**src/rtl/perceptron_trainer.sv**
```systemverilog
// rtl/perceptron_trainer.sv - delta-rule weight update for the two-input perceptron (optional PERCEPTRON_TRAINER_SAT_EN)
module perceptron_trainer #(
    parameter int fp_integer_width = 4,
    parameter int fp_fract_width   = 12,
    parameter int LR_SHIFT         = 2
) (
    input  logic                                     clk,
    input  logic                                     rst,
    input  logic                                     start,
    input  logic [fp_integer_width+fp_fract_width-1:0] target,
    input  logic [fp_integer_width+fp_fract_width-1:0] in1,
    input  logic [fp_integer_width+fp_fract_width-1:0] in2,
    input  logic [fp_integer_width+fp_fract_width-1:0] result,
    input  logic [fp_integer_width+fp_fract_width-1:0] weight1_curr,
    input  logic [fp_integer_width+fp_fract_width-1:0] weight2_curr,
    input  logic                                     clear_count,
    output logic [fp_integer_width+fp_fract_width-1:0] weight1_new,
    output logic [fp_integer_width+fp_fract_width-1:0] weight2_new,
    output logic                                     weight_ld,
    output logic                                     busy,
    output logic                                     done,
    output logic [15:0]                              update_count
);
    localparam int W  = fp_integer_width + fp_fract_width;
    localparam int SH = fp_fract_width + LR_SHIFT;

    typedef enum logic [2:0] {IDLE, ERR, MUL1, MUL2, WRITE} state_t;
    state_t state, state_nx;

    logic [W-1:0] tgt_q, res_q, x1_q, x2_q, w1_q, w2_q;
    logic [W-1:0] err_q, sum1_q, sum2_q;
    logic         done_q, ld_q;

    logic signed [W:0]     err_full;
    logic [W-1:0]          err_red;
    logic [W-1:0]          x_mux, w_mux;
    logic signed [2*W-1:0] prod;
    logic [W-1:0]          sum_red;

    assign err_full = $signed({tgt_q[W-1], tgt_q}) - $signed({res_q[W-1], res_q});
    // A single multiplier serves both weights; the state picks the operand pair.
    assign x_mux = (state == MUL2) ? x2_q : x1_q;
    assign w_mux = (state == MUL2) ? w2_q : w1_q;
    assign prod  = $signed(err_q) * $signed(x_mux);

`ifdef PERCEPTRON_TRAINER_SAT_EN
    localparam logic signed [2*W-1:0] MAXV = (2*W)'((2**(W-1)) - 1);
    localparam logic signed [2*W-1:0] MINV = -(2*W)'(2**(W-1));

    function automatic logic [W-1:0] sat_w(input logic signed [2*W-1:0] v);
        if (v > MAXV)      return {1'b0, {(W-1){1'b1}}};
        else if (v < MINV) return {1'b1, {(W-1){1'b0}}};
        else               return v[W-1:0];
    endfunction

    logic signed [2*W-1:0] prod_sh;
    logic [W-1:0]          p_sat;
    logic signed [2*W-1:0] sum_full;

    assign err_red  = sat_w({{(W-1){err_full[W]}}, err_full});
    assign prod_sh  = prod >>> SH;
    assign p_sat    = sat_w(prod_sh);
    assign sum_full = $signed({{W{w_mux[W-1]}}, w_mux}) + $signed({{W{p_sat[W-1]}}, p_sat});
    assign sum_red  = sat_w(sum_full);
`else
    logic unused_bits;
    // Low W bits of (prod >>> SH) are exactly prod[SH +: W]; the rest wraps away.
    assign err_red     = err_full[W-1:0];
    assign sum_red     = w_mux + prod[SH +: W];
    assign unused_bits = ^{err_full[W], prod[2*W-1:SH+W], prod[SH-1:0]};
`endif

    always_comb begin
        state_nx = state;
        case (state)
            IDLE:    if (start) state_nx = ERR;
            ERR:     state_nx = MUL1;
            MUL1:    state_nx = MUL2;
            MUL2:    state_nx = WRITE;
            WRITE:   state_nx = IDLE;
            default: state_nx = IDLE;
        endcase
    end

    always_ff @(posedge clk) begin
        if (rst) begin
            state        <= IDLE;
            tgt_q        <= '0;
            res_q        <= '0;
            x1_q         <= '0;
            x2_q         <= '0;
            w1_q         <= '0;
            w2_q         <= '0;
            err_q        <= '0;
            sum1_q       <= '0;
            sum2_q       <= '0;
            done_q       <= 1'b0;
            ld_q         <= 1'b0;
            weight1_new  <= '0;
            weight2_new  <= '0;
            update_count <= '0;
        end else begin
            state  <= state_nx;
            done_q <= 1'b0;
            ld_q   <= 1'b0;
            case (state)
                IDLE: if (start) begin
                    tgt_q <= target;
                    res_q <= result;
                    x1_q  <= in1;
                    x2_q  <= in2;
                    w1_q  <= weight1_curr;
                    w2_q  <= weight2_curr;
                end
                ERR:  err_q  <= err_red;
                MUL1: sum1_q <= sum_red;
                MUL2: sum2_q <= sum_red;
                WRITE: begin
                    done_q <= 1'b1;
                    if (err_q != '0) begin
                        ld_q        <= 1'b1;
                        weight1_new <= sum1_q;
                        weight2_new <= sum2_q;
                    end else begin
                        weight1_new <= w1_q;
                        weight2_new <= w2_q;
                    end
                end
                default: ;
            endcase
            if (clear_count)
                update_count <= '0;
            else if (state == WRITE && err_q != '0)
                update_count <= update_count + 16'd1;
        end
    end

    // Strobes are registered, so the step stays busy through the strobe cycle.
    assign weight_ld = ld_q;
    assign done      = done_q;
    assign busy      = (state != IDLE) || done_q;
endmodule

```
**config.mk**
```make
export PLATFORM = sky130hd
export DESIGN_NAME = perceptron_trainer
export DESIGN_NICKNAME = d
export VERILOG_FILES = /design/src/rtl/perceptron_trainer.sv
export SDC_FILE = /design/constraint.sdc
export NUM_CORES = 1
export LEC_CHECK = 0
export ABC_AREA = 1
export ABC_CLOCK_PERIOD_IN_PS = 14500
export BUFFER_PORTS_ARGS = -buffer_cell sky130_fd_sc_hd__buf_2
export CAP_MARGIN = 5
export CELL_PAD_IN_SITES_DETAIL_PLACEMENT = 1
export CELL_PAD_IN_SITES_GLOBAL_PLACEMENT = 2
export CORE_ASPECT_RATIO = 1.2
export CORE_MARGIN = 8
export CORE_UTILIZATION = 40
export CTS_CLUSTER_DIAMETER = 40
export DETAILED_ROUTE_END_ITERATION = 8
export MAX_ROUTING_LAYER = met4
export PLACE_DENSITY_LB_ADDON = 0.08
export SETUP_SLACK_MARGIN = 0.02
export SLEW_MARGIN = 10
export SYNTH_ARGS = -nofsm -noshare
export SYNTH_HDL_FRONTEND = slang
export SYNTH_SLANG_ARGS = --single-unit
export TNS_END_PERCENT = 30
```
**constraint.sdc**
```tcl
create_clock -name clk -period 14.5 [get_ports clk]
set_clock_uncertainty 0.05 [all_clocks]
set_input_delay 2.175 -clock clk [delete_from_list [all_inputs] [get_ports clk]]
set_output_delay 2.175 -clock clk [all_outputs]
set_load 0.01 [all_outputs]
```
* Word level (Yosys, flattened, before mapping) *
Cells that the tools add are included.

cells by class
  $add $sub $neg = 3
  $mul = 1
  divide/modulo/power cells = 0
  magnitude comparators = 0
  eq/ne operators = 5
  shift-type cells = 0
  muxes and demuxes = 8
  bitwise gates (word level) = 1
  reduce and logical (&&, ||, !) cells = 8

operators by type and width
  operator                                                         count
  16-bit 2-to-1 mux                                                4
  16-bit by 16-bit multiplier with 30-bit output                   1
  16-bit by 1-bit adder with 16-bit output, second input constant  1
  16-bit adder                                                     1
  16-bit nonzero test                                              1
  16-bit subtractor                                                1
  3-bit case mux with 4 select lines                               1
  3-bit by 2-bit == test with 1-bit output, second input constant  2
  2-bit OR reduction                                               2
  3-bit by 1-bit == test with 1-bit output, second input constant  1
  3-bit == test, second input constant                             1
  3-bit zero test                                                  1
  3-bit 2-to-1 mux                                                 1
  3-bit nonzero test                                               1
  1-bit 2-to-1 mux                                                 2
  2-bit inequality test, second input constant                     1
  2-bit AND reduction                                              1
  1-bit logical AND                                                1
  1-bit logical OR                                                 1
  1-bit NOT                                                        1

storage, ports and cells
  register bits after elaboration = 197
  latch bits = 0
  RAM bits = 0
  memory bits (read-only) = 0
  bits of input ports = 100
  output and inout port bits = 51
  word-level logic and storage cells = 41
  memories = 0

* Depth between registers and ports, before layout *
Gate-level depths: netlist (run 1).

  depth in word-level cells = 4
  mapped depth = 44
  gate-level depth less buffers = 42

* Worst setup path after synthesis (run 1) *
No wires, ideal clock.

  path type = register to register
  start point = reg state[0]
  end point = reg sum1_q[10]
  library setup time = 0.115 ns
  data arrival time = 7.292 ns
  data required time = 14.335 ns
  setup slack = 7.043 ns
  cell stages (with the launch flop) = 38
  buffers on the path = 2
  clock period less this slack = 7.457 ns
  path through = dfxtp_1 -> nand2_1 -> nor2_4 -> buf_2 -> nand2_1 -> o21ai_1 -> clkbuf_1 -> nor2_1 -> fa_1 -> inv_1 -> fa_1 -> fa_1 -> fa_1 -> inv_1 -> fa_1 -> inv_1 -> fa_1 -> inv_1 -> (+2 left out) -> o21ai_0 -> a21oi_1 -> o21ai_2 -> nand3_1 -> nand2_1 -> xor2_1 -> ha_1 -> fa_1 -> nand3_1 -> nand2_1 -> a31oi_1 -> o21ai_0 -> a21oi_1 -> nor2_1 -> nor2_1 -> xnor2_1 -> o21ai_0 -> inv_1

on the way
  cells in the longest elaborated chain, start to end = 4
  elaborated cells on any way between the ends = 6
  classes of those cells = add/sub: 1; mul: 1; eq/ne: 2; mux: 2

RTL lines
  what                                            RTL line  RTL
  from (decl)                                     28        state_t state, state_nx;
  from (signal assigned)                          103       state <= state_nx;
  3-bit by 2-bit == test with 1-bit output        42, 43
  16-bit 2-to-1 mux                               42        assign x_mux = (state == MUL2) ? x2_q : x1_q;
  16-bit by 16-bit multiplier with 30-bit output  44        assign prod = $signed(err_q) * $signed(x_mux);
  16-bit adder                                    69        assign sum_red = w_mux + prod[SH +: W];
  to (signal assigned)                            116       MUL1: sum1_q <= sum_red;
  to (decl)                                       31        logic [W-1:0] err_q, sum1_q, sum2_q;

Several ways; a longest one is shown, not always the timed one.
A chain may end at the register's enable or synchronous reset.

* Final worst setup path (run 1) *
  start point = reg state[1]
  end point = reg sum1_q[13]

Same word-level chain as after synthesis.

==> results.sh, run 1 <==
export IMPL_status="completed"
export IMPL_multi_input_area_um2=12100
export IMPL_clock_latency_ps=450
export IMPL_worstSetupPathType="reg -> reg"
export IMPL_fin_cells=3111
export IMPL_intPower_w=0.00132
export IMPL_start_util_pct=40.4
export IMPL_firstDrtPassIters=4
export IMPL_whs_ps=397
export IMPL_synth_edf_count=0
export IMPL_critPathRequiredTime_ps=14780
export IMPL_slowest_delay_ps=870
export IMPL_cts_hold_buf=0
export IMPL_rsz0062_at_grt="false"
export IMPL_min_period_ps=8910
export IMPL_synthTopCellsByArea="fa_1, dfxtp_1, inv_1, ha_1, nand2_1"
export IMPL_hold_depth=2
export IMPL_syn_area_um2=18500
export IMPL_hpwl_mm=50.2
export IMPL_worstPathArrival_ps=9190
export IMPL_slew_viol_final=0
export IMPL_dieArea_um2=53300
export IMPL_cts_repair_resized=0
export IMPL_synthToLayoutAreaGrowth_pct=10.4
export IMPL_grt_pass1_wl_mm=97.6
export IMPL_worst_r2r_path_depth=36
export IMPL_irDropWorstVdd_mv=0.0776
export IMPL_min_from="x1_q[8]"
export IMPL_final_nets=2931
export IMPL_wl_per_cell_um=19.6
export IMPL_synth_top_cell_by_area="fa_1"
export IMPL_layout_commonest_cell="inv_1"
export IMPL_ys_seq_elements=197
export IMPL_synth_flop_cell="dfxtp_1"
export IMPL_swShare_pct=47.7
export IMPL_fill_cells=5673
export IMPL_pwr_share_seq_pct=24.8
export IMPL_pwr_share_comb_pct=55.9
export IMPL_cts_clk_slew_worst_paths_ps=70
export IMPL_power_switching_w=0.00120
export IMPL_antenna_left=0
export IMPL_hold_class="reg -> reg"
export IMPL_ff2ff_setup_slack_ps=5590
export IMPL_r2r_end="sum1_q[13]"
export IMPL_worst_pin_slew_ps=1040
export IMPL_yosysWarnings=0
export IMPL_yosysTopAreaCellShare_pct=27.0
export IMPL_final_core_util_pct=44.6
export IMPL_ys_seq_area_share_pct=21.4
export IMPL_finalSetupTns_ps=0
export IMPL_power_density_nw_per_um2=123
export IMPL_critPathMaxFanout=46
export IMPL_die_width_um=212
export IMPL_synth_cell_types=45
export IMPL_clockBufferDepth=2
export IMPL_routed_via_density=5.05
export IMPL_setup_violations=0
export IMPL_slew_headroom_pct=30.0
export IMPL_drive_above_1_share_pct=9.57
export IMPL_postCtsSetupBuffers=0
export IMPL_rr_startpoint="state[1]"
export IMPL_worstSetupEndpointType="flip-flop"
export IMPL_grt_max_degree=113
export IMPL_cap_violations=0
export IMPL_fin_crit_sh_pct=61.4
export IMPL_avgSynthCellArea_um2=7.76
export IMPL_gr_total_overflow=0
export IMPL_h_tree_depth=4
export IMPL_max_freq_mhz=112
export IMPL_p_clk_share_pct=19.4
export IMPL_vias=15700
export IMPL_dp_cells=3070
export IMPL_cts_sinks=197
export IMPL_die_y_um=251
export IMPL_cpMaxStageDelayCell="o21ai_0"
export IMPL_port_buffer_count=150
export IMPL_power_leakage_nw=10.2
export IMPL_grt_pass1_vias=17600
export IMPL_rows=86
export IMPL_grt_use_total_pct=24.4
export IMPL_synth_async_reset_ratio_pct=0
export IMPL_antenna_found_initial=9
export IMPL_netlist_instances=2379
export IMPL_num_io_pins=151
export IMPL_cts_buffers=17
export IMPL_mostFrequentLayoutCells="inv_1, nand2_1, fa_1"
export IMPL_start_kind="flip-flop"
export IMPL_core_um2=45700
export IMPL_routed_wl_mm=60.9
export IMPL_place_congestion=0.894
export IMPL_cts_tree="built"
export IMPL_drc=0
export IMPL_first_iter_violations=764
export IMPL_holdPathEnd="x1_q[8]"
export IMPL_clockRootBuffer="clkbuf_16"
export IMPL_finalHoldViolCount=0
export IMPL_seq_area_um2=3940
export IMPL_cpMostUsedCell="nand2_1"
export IMPL_syn_nets=2837
[flip-flops by register name, indices dropped and copies added, names as in the netlist, 3 cells and up]
register      cells
res_q            16
tgt_q            16
weight1_new      16
sum2_q           16
x2_q             16
state             3
err_q            16
update_count     16
w1_q             16
weight2_new      16
w2_q             16
sum1_q           16
x1_q             16
[Yosys cell counts, types with 3 or more instances]
master,n
inv_1,528
nand2_1,336
fa_1,249
nor2_1,230
dfxtp_1,197
o21ai_0,187
a21oi_1,180
ha_1,109
clkbuf_1,78
o211ai_1,70
nand3_1,50
xor2_1,31
nand4_1,11
o21a_1,11
inv_2,10
xnor2_1,10
clkinv_1,9
nand2_2,9
nor3_1,8
buf_4,7
o21ai_1,6
a21o_1,5
buf_1,5
a31oi_1,4
nor2_4,4
buf_2,3
o21ai_2,3
o21bai_1,3
[worst max-delay path by stage]
stage | endpoint | cells past startpoint | slack [ps] | startpoint
5_1_grt | sum1_q[13] | 35 | 4830 | state[0]
6_report | sum1_q[13] | 36 | 5590 | state[1]
3_3_place_gp | sum1_q[13] | 33 | 5750 | state[1]
3_5_place_dp | sum1_q[13] | 36 | 5540 | state[1]
4_1_cts | sum1_q[13] | 36 | 5510 | state[1]
2_1_floorplan | sum1_q[10] | 37 | 7040 | state[0]
[routing by layer]
layer / track usage (%) / part of all wire (%) / routed length (µm) / vias to the layer above
li1: - / - / - / 7522
met1: 30.3 / 45 / 27200 / 7833
met2: 40.6 / 49 / 29900 / 254
met3: 3.40 / 3.2 / 1980 / 93
met4: 7.65 / 3.0 / 1850 / 0
met5: - / 0 / 0 / -
[through the flow]
| stage | setup WS [ps] | power [W] | cell area [µm²] |
|---|---|---|---|
| after CTS | 5510 | 0.00255 | 20400 |
| after global placement | 5750 | 0.00202 | 19800 |
| after global routing | 4830 | 0.00275 | 20400 |
| final | 5590 | 0.00252 | 20400 |
| after detailed placement | 5540 | 0.00205 | 19800 |
| after floorplan | 7040 | 0.00158 | 18500 |
[area by class of cell]
class                      count  share of cell area (%)
sequential                   197                    19.4
clock buffer                  18                    2.16
clock inverter                14                   0.780
multi-input combinational   1542                    59.4
tap                          616                    3.78
antenna                        9                   0.111
timing repair buffer         168                    4.35
inverter                     547                    10.1
[logic make-up (layout without fill, tap and decap cells)]
kind of cell    Yosys count  count (layout)  share of synthesized area [%]
compound gates          480             480                           14.5
other cells               0               9                              0
simple gates            663             663                           14.6
buf+inv                 640             747                           13.2
fa+ha+maj               358             358                           34.4
flops                   197             197                           21.4
xor+xnor                 41              41                           1.95
[power by group through the flow]
stage | clock [W] | sequential, W | combinational [W]
2_1_floorplan | 0 | 0.000609 | 0.000969
3_3_place_gp | 0 | 0.000634 | 0.00139
3_5_place_dp | 0 | 0.000635 | 0.00142
4_1_cts | 0.000503 | 0.000623 | 0.00143
5_1_grt | 0.000525 | 0.000628 | 0.00160
6_report | 0.000487 | 0.000623 | 0.00141
[worst max-delay path, delay by kind of cell (launching register included)]
kind	cells	cell delay (ps)
buf+inv	6	930
xor+xnor	2	370
flops	1	350
simple gates	14	1500
compound gates	6	1880
fa+ha+maj	8	3690
Power figures use the tool's default switching activity.
==> run 2, diff against run 1 <==
--- a/config.mk
+++ b/config.mk
@@ -5,15 +5,15 @@
 export SDC_FILE = /design/constraint.sdc
 export NUM_CORES = 1
 export LEC_CHECK = 0
-export ABC_AREA = 1
-export ABC_CLOCK_PERIOD_IN_PS = 14500
+export ABC_AREA = 0
+export ABC_CLOCK_PERIOD_IN_PS = 9000
 export BUFFER_PORTS_ARGS = -buffer_cell sky130_fd_sc_hd__buf_2
 export CAP_MARGIN = 5
 export CELL_PAD_IN_SITES_DETAIL_PLACEMENT = 1
 export CELL_PAD_IN_SITES_GLOBAL_PLACEMENT = 2
 export CORE_ASPECT_RATIO = 1.2
 export CORE_MARGIN = 8
-export CORE_UTILIZATION = 40
+export CORE_UTILIZATION = 38
 export CTS_CLUSTER_DIAMETER = 40
 export DETAILED_ROUTE_END_ITERATION = 8
 export MAX_ROUTING_LAYER = met4
==> constraint.sdc (replaced) <==
create_clock -name clk -period 9 [get_ports clk]
set_clock_uncertainty 0.05 [all_clocks]
set_input_delay 1.35 -clock clk [delete_from_list [all_inputs] [get_ports clk]]
set_output_delay 1.35 -clock clk [all_outputs]
set_load 0.01 [all_outputs]
==> run 2 against run 1 <==
  * Die area is 2.1% higher
  * Utilization is 1.7 points lower
  * Wire length is 8.0% lower
  * Setup slack worse by 5200 ps
  * Critical path depth is 4 lower
  * Global-route usage is 2.4 points lower
  * Final area is 1.6% lower
  * Critical path type unchanged
  * Highest routed layer unchanged
==> results.sh, run 2 <==
export IMPL_status="completed"
export IMPL_placed_area_um2=19400
export IMPL_die_y_um=254
export IMPL_die_width_um=214
export IMPL_layout_commonest_cell="nand2_1"
export IMPL_cpMostUsedCell="fa_1"
export IMPL_slew_viol_final=0
export IMPL_power_density_nw_per_um2=148
export IMPL_cts_sinks=197
export IMPL_cts_clk_slew_worst_paths_ps=70
export IMPL_layout_setup_ws_ps=412
export IMPL_critPathRequiredTime_ps=9270
export IMPL_hpwl_mm=45.0
export IMPL_wl_per_cell_um=19.6
export IMPL_max_freq_mhz=116
export IMPL_dp_slack_ps=238
export IMPL_synth_top_cell_by_area="fa_1"
export IMPL_grt_pass1_vias=16200
export IMPL_r2r_end="sum2_q[15]"
export IMPL_netlist_instances=2122
export IMPL_mostFrequentLayoutCells="nand2_1, inv_1, fa_1"
export IMPL_cap_violations=0
export IMPL_fin_area_um2=20000
export IMPL_min_period_ps=8590
export IMPL_ys_seq_area_share_pct=22.0
export IMPL_setup_violations=0
export IMPL_finalSetupTns_ps=0
export IMPL_final_nets=2678
export IMPL_worstSetupEndpointType="flip-flop"
export IMPL_worst_pin_slew_ps=1150
export IMPL_synthTopCellsByArea="fa_1, dfxtp_1, nand2_1, ha_1, inv_1"
export IMPL_grt_pass1_wl_mm=90.8
export IMPL_cts_buffers=17
export IMPL_grt_max_degree=100
export IMPL_fin_crit_sh_pct=95.4
export IMPL_place_congestion=0.858
export IMPL_yosysTopAreaCellShare_pct=27.8
export IMPL_drive_above_1_share_pct=11.7
export IMPL_syn_nets=2580
export IMPL_synthToLayoutAreaGrowth_pct=11.8
export IMPL_min_from="sum1_q[11]"
export IMPL_firstDrtPassIters=4
export IMPL_h_tree_depth=4
export IMPL_rsz0062_at_grt="false"
export IMPL_synth_cell_types=57
export IMPL_irDropWorstVdd_mv=0.163
export IMPL_clock_latency_ps=480
export IMPL_rows=87
export IMPL_synth_async_reset_ratio_pct=0
export IMPL_synth_common_cells="nand2_1, inv_1, fa_1, dfxtp_1, a21oi_1"
export IMPL_hold_class="reg -> reg"
export IMPL_dieArea_um2=54400
export IMPL_core_um2=46800
export IMPL_rr_startpoint="state[1]"
export IMPL_seq_area_um2=3950
export IMPL_hold_depth=2
export IMPL_num_io_pins=151
export IMPL_antenna_left=0
export IMPL_worst_r2r_path_depth=32
export IMPL_multi_input_area_um2=12500
export IMPL_slew_headroom_pct=23.6
export IMPL_ff2ff_setup_slack_ps=410
export IMPL_start_kind="flip-flop"
export IMPL_gr_total_overflow=0
export IMPL_ys_seq_elements=197
export IMPL_cts_tree="built"
export IMPL_worstPathArrival_ps=8860
export IMPL_vias=14200
export IMPL_start_util_pct=38.3
export IMPL_slowest_delay_ps=580
export IMPL_synth_edf_count=0
export IMPL_yosysWarnings=0
export IMPL_cpMaxStageDelayCell="fa_1"
export IMPL_fill_cells=5625
export IMPL_holdPathEnd="sum1_q[11]"
export IMPL_syn_area_um2=17900
export IMPL_worstSetupPathType="reg -> reg"
export IMPL_routed_wl_mm=56.1
export IMPL_synth_flop_cell="dfxtp_1"
export IMPL_synth_most_common_cell="nand2_1"
export IMPL_drc=0
export IMPL_power_leakage_nw=9.46
export IMPL_port_buffer_count=150
export IMPL_clockBufferDepth=2
export IMPL_grt_use_total_pct=21.9
export IMPL_routed_via_density=4.98
export IMPL_first_iter_violations=530
export IMPL_clockRootBuffer="clkbuf_16"
export IMPL_avgSynthCellArea_um2=8.45
export IMPL_antenna_found_initial=2
export IMPL_critPathMaxFanout=9
export IMPL_finalHoldViolCount=0
run 2: worst max-delay path, delay by kind of cell, from the launching register on:
kind            cells  cell delay [ps]
fa+ha+maj           8             3640
compound gates     11             2440
simple gates        6             1090
xor+xnor            3              470
flops               1              400
buf+inv             4              330
run 2: worst max-delay path by stage:
stage	startpoint	to	slack, ps	cells after the start
after floorplan	state[2]	sum1_q[14]	440	34
after global placement	state[2]	sum1_q[14]	370	33
after detailed placement	state[2]	sum1_q[14]	240	33
after CTS	state[2]	sum1_q[14]	200	33
after global routing	state[1]	sum2_q[15]	20	32
final	state[1]	sum2_q[15]	410	32
run 2: area by class of cell:
cell class | count | area share [%]
Multi-Input combinational cell | 1514 | 62.3
Inverter | 295 | 5.53
Clock buffer | 18 | 2.14
Timing Repair Buffer | 195 | 5.53
Tap cell | 623 | 3.89
Antenna cell | 1 | 0.0125
Clock inverter | 14 | 0.924
Sequential cell | 197 | 19.7
run 2: timing repair:
action                                  4_1_cts  5_1_grt
resized for setup                             0       10
setup buffers                                 0        4
endpoints found under the setup margin        0        8
hold buffers                                  0        0
run 2: logic make-up after synthesis:
group	synth area share [%]
mux	2.12
buf+inv	8.65
xor+xnor	3.71
simple gates	19.0
fa+ha+maj	35.4
compound gates	9.11
flops	22.0
run 2: power breakdown:
part           total [W]  internal [W]  switching, W
sequential      0.000999      0.000930     0.0000689
clock           0.000802      0.000401      0.000401
combinational    0.00116      0.000445      0.000715
run 2: metrics by stage:
step,total power [W],hold slack (ps),std cells,util (%)
detailed placement,0.00218,399,2820,41.4
floorplan,0.00179,386,2122,-
global route,0.00318,419,2857,42.8
CTS,0.00301,410,2852,42.7
finish,0.00296,410,2857,42.8
global placement,0.00218,398,2820,41.4
run 2: metal layers:
layer  part of all wire (%)  wire, µm  up-vias  GRT usage (%)
met5                      0         0        -              -
met4                    2.7      1520        0           7.16
met3                    2.8      1580       91           3.49
met2                     51     28700      235           38.1
met1                     43     24300     7157           25.8
li1                       -         -     6753              -
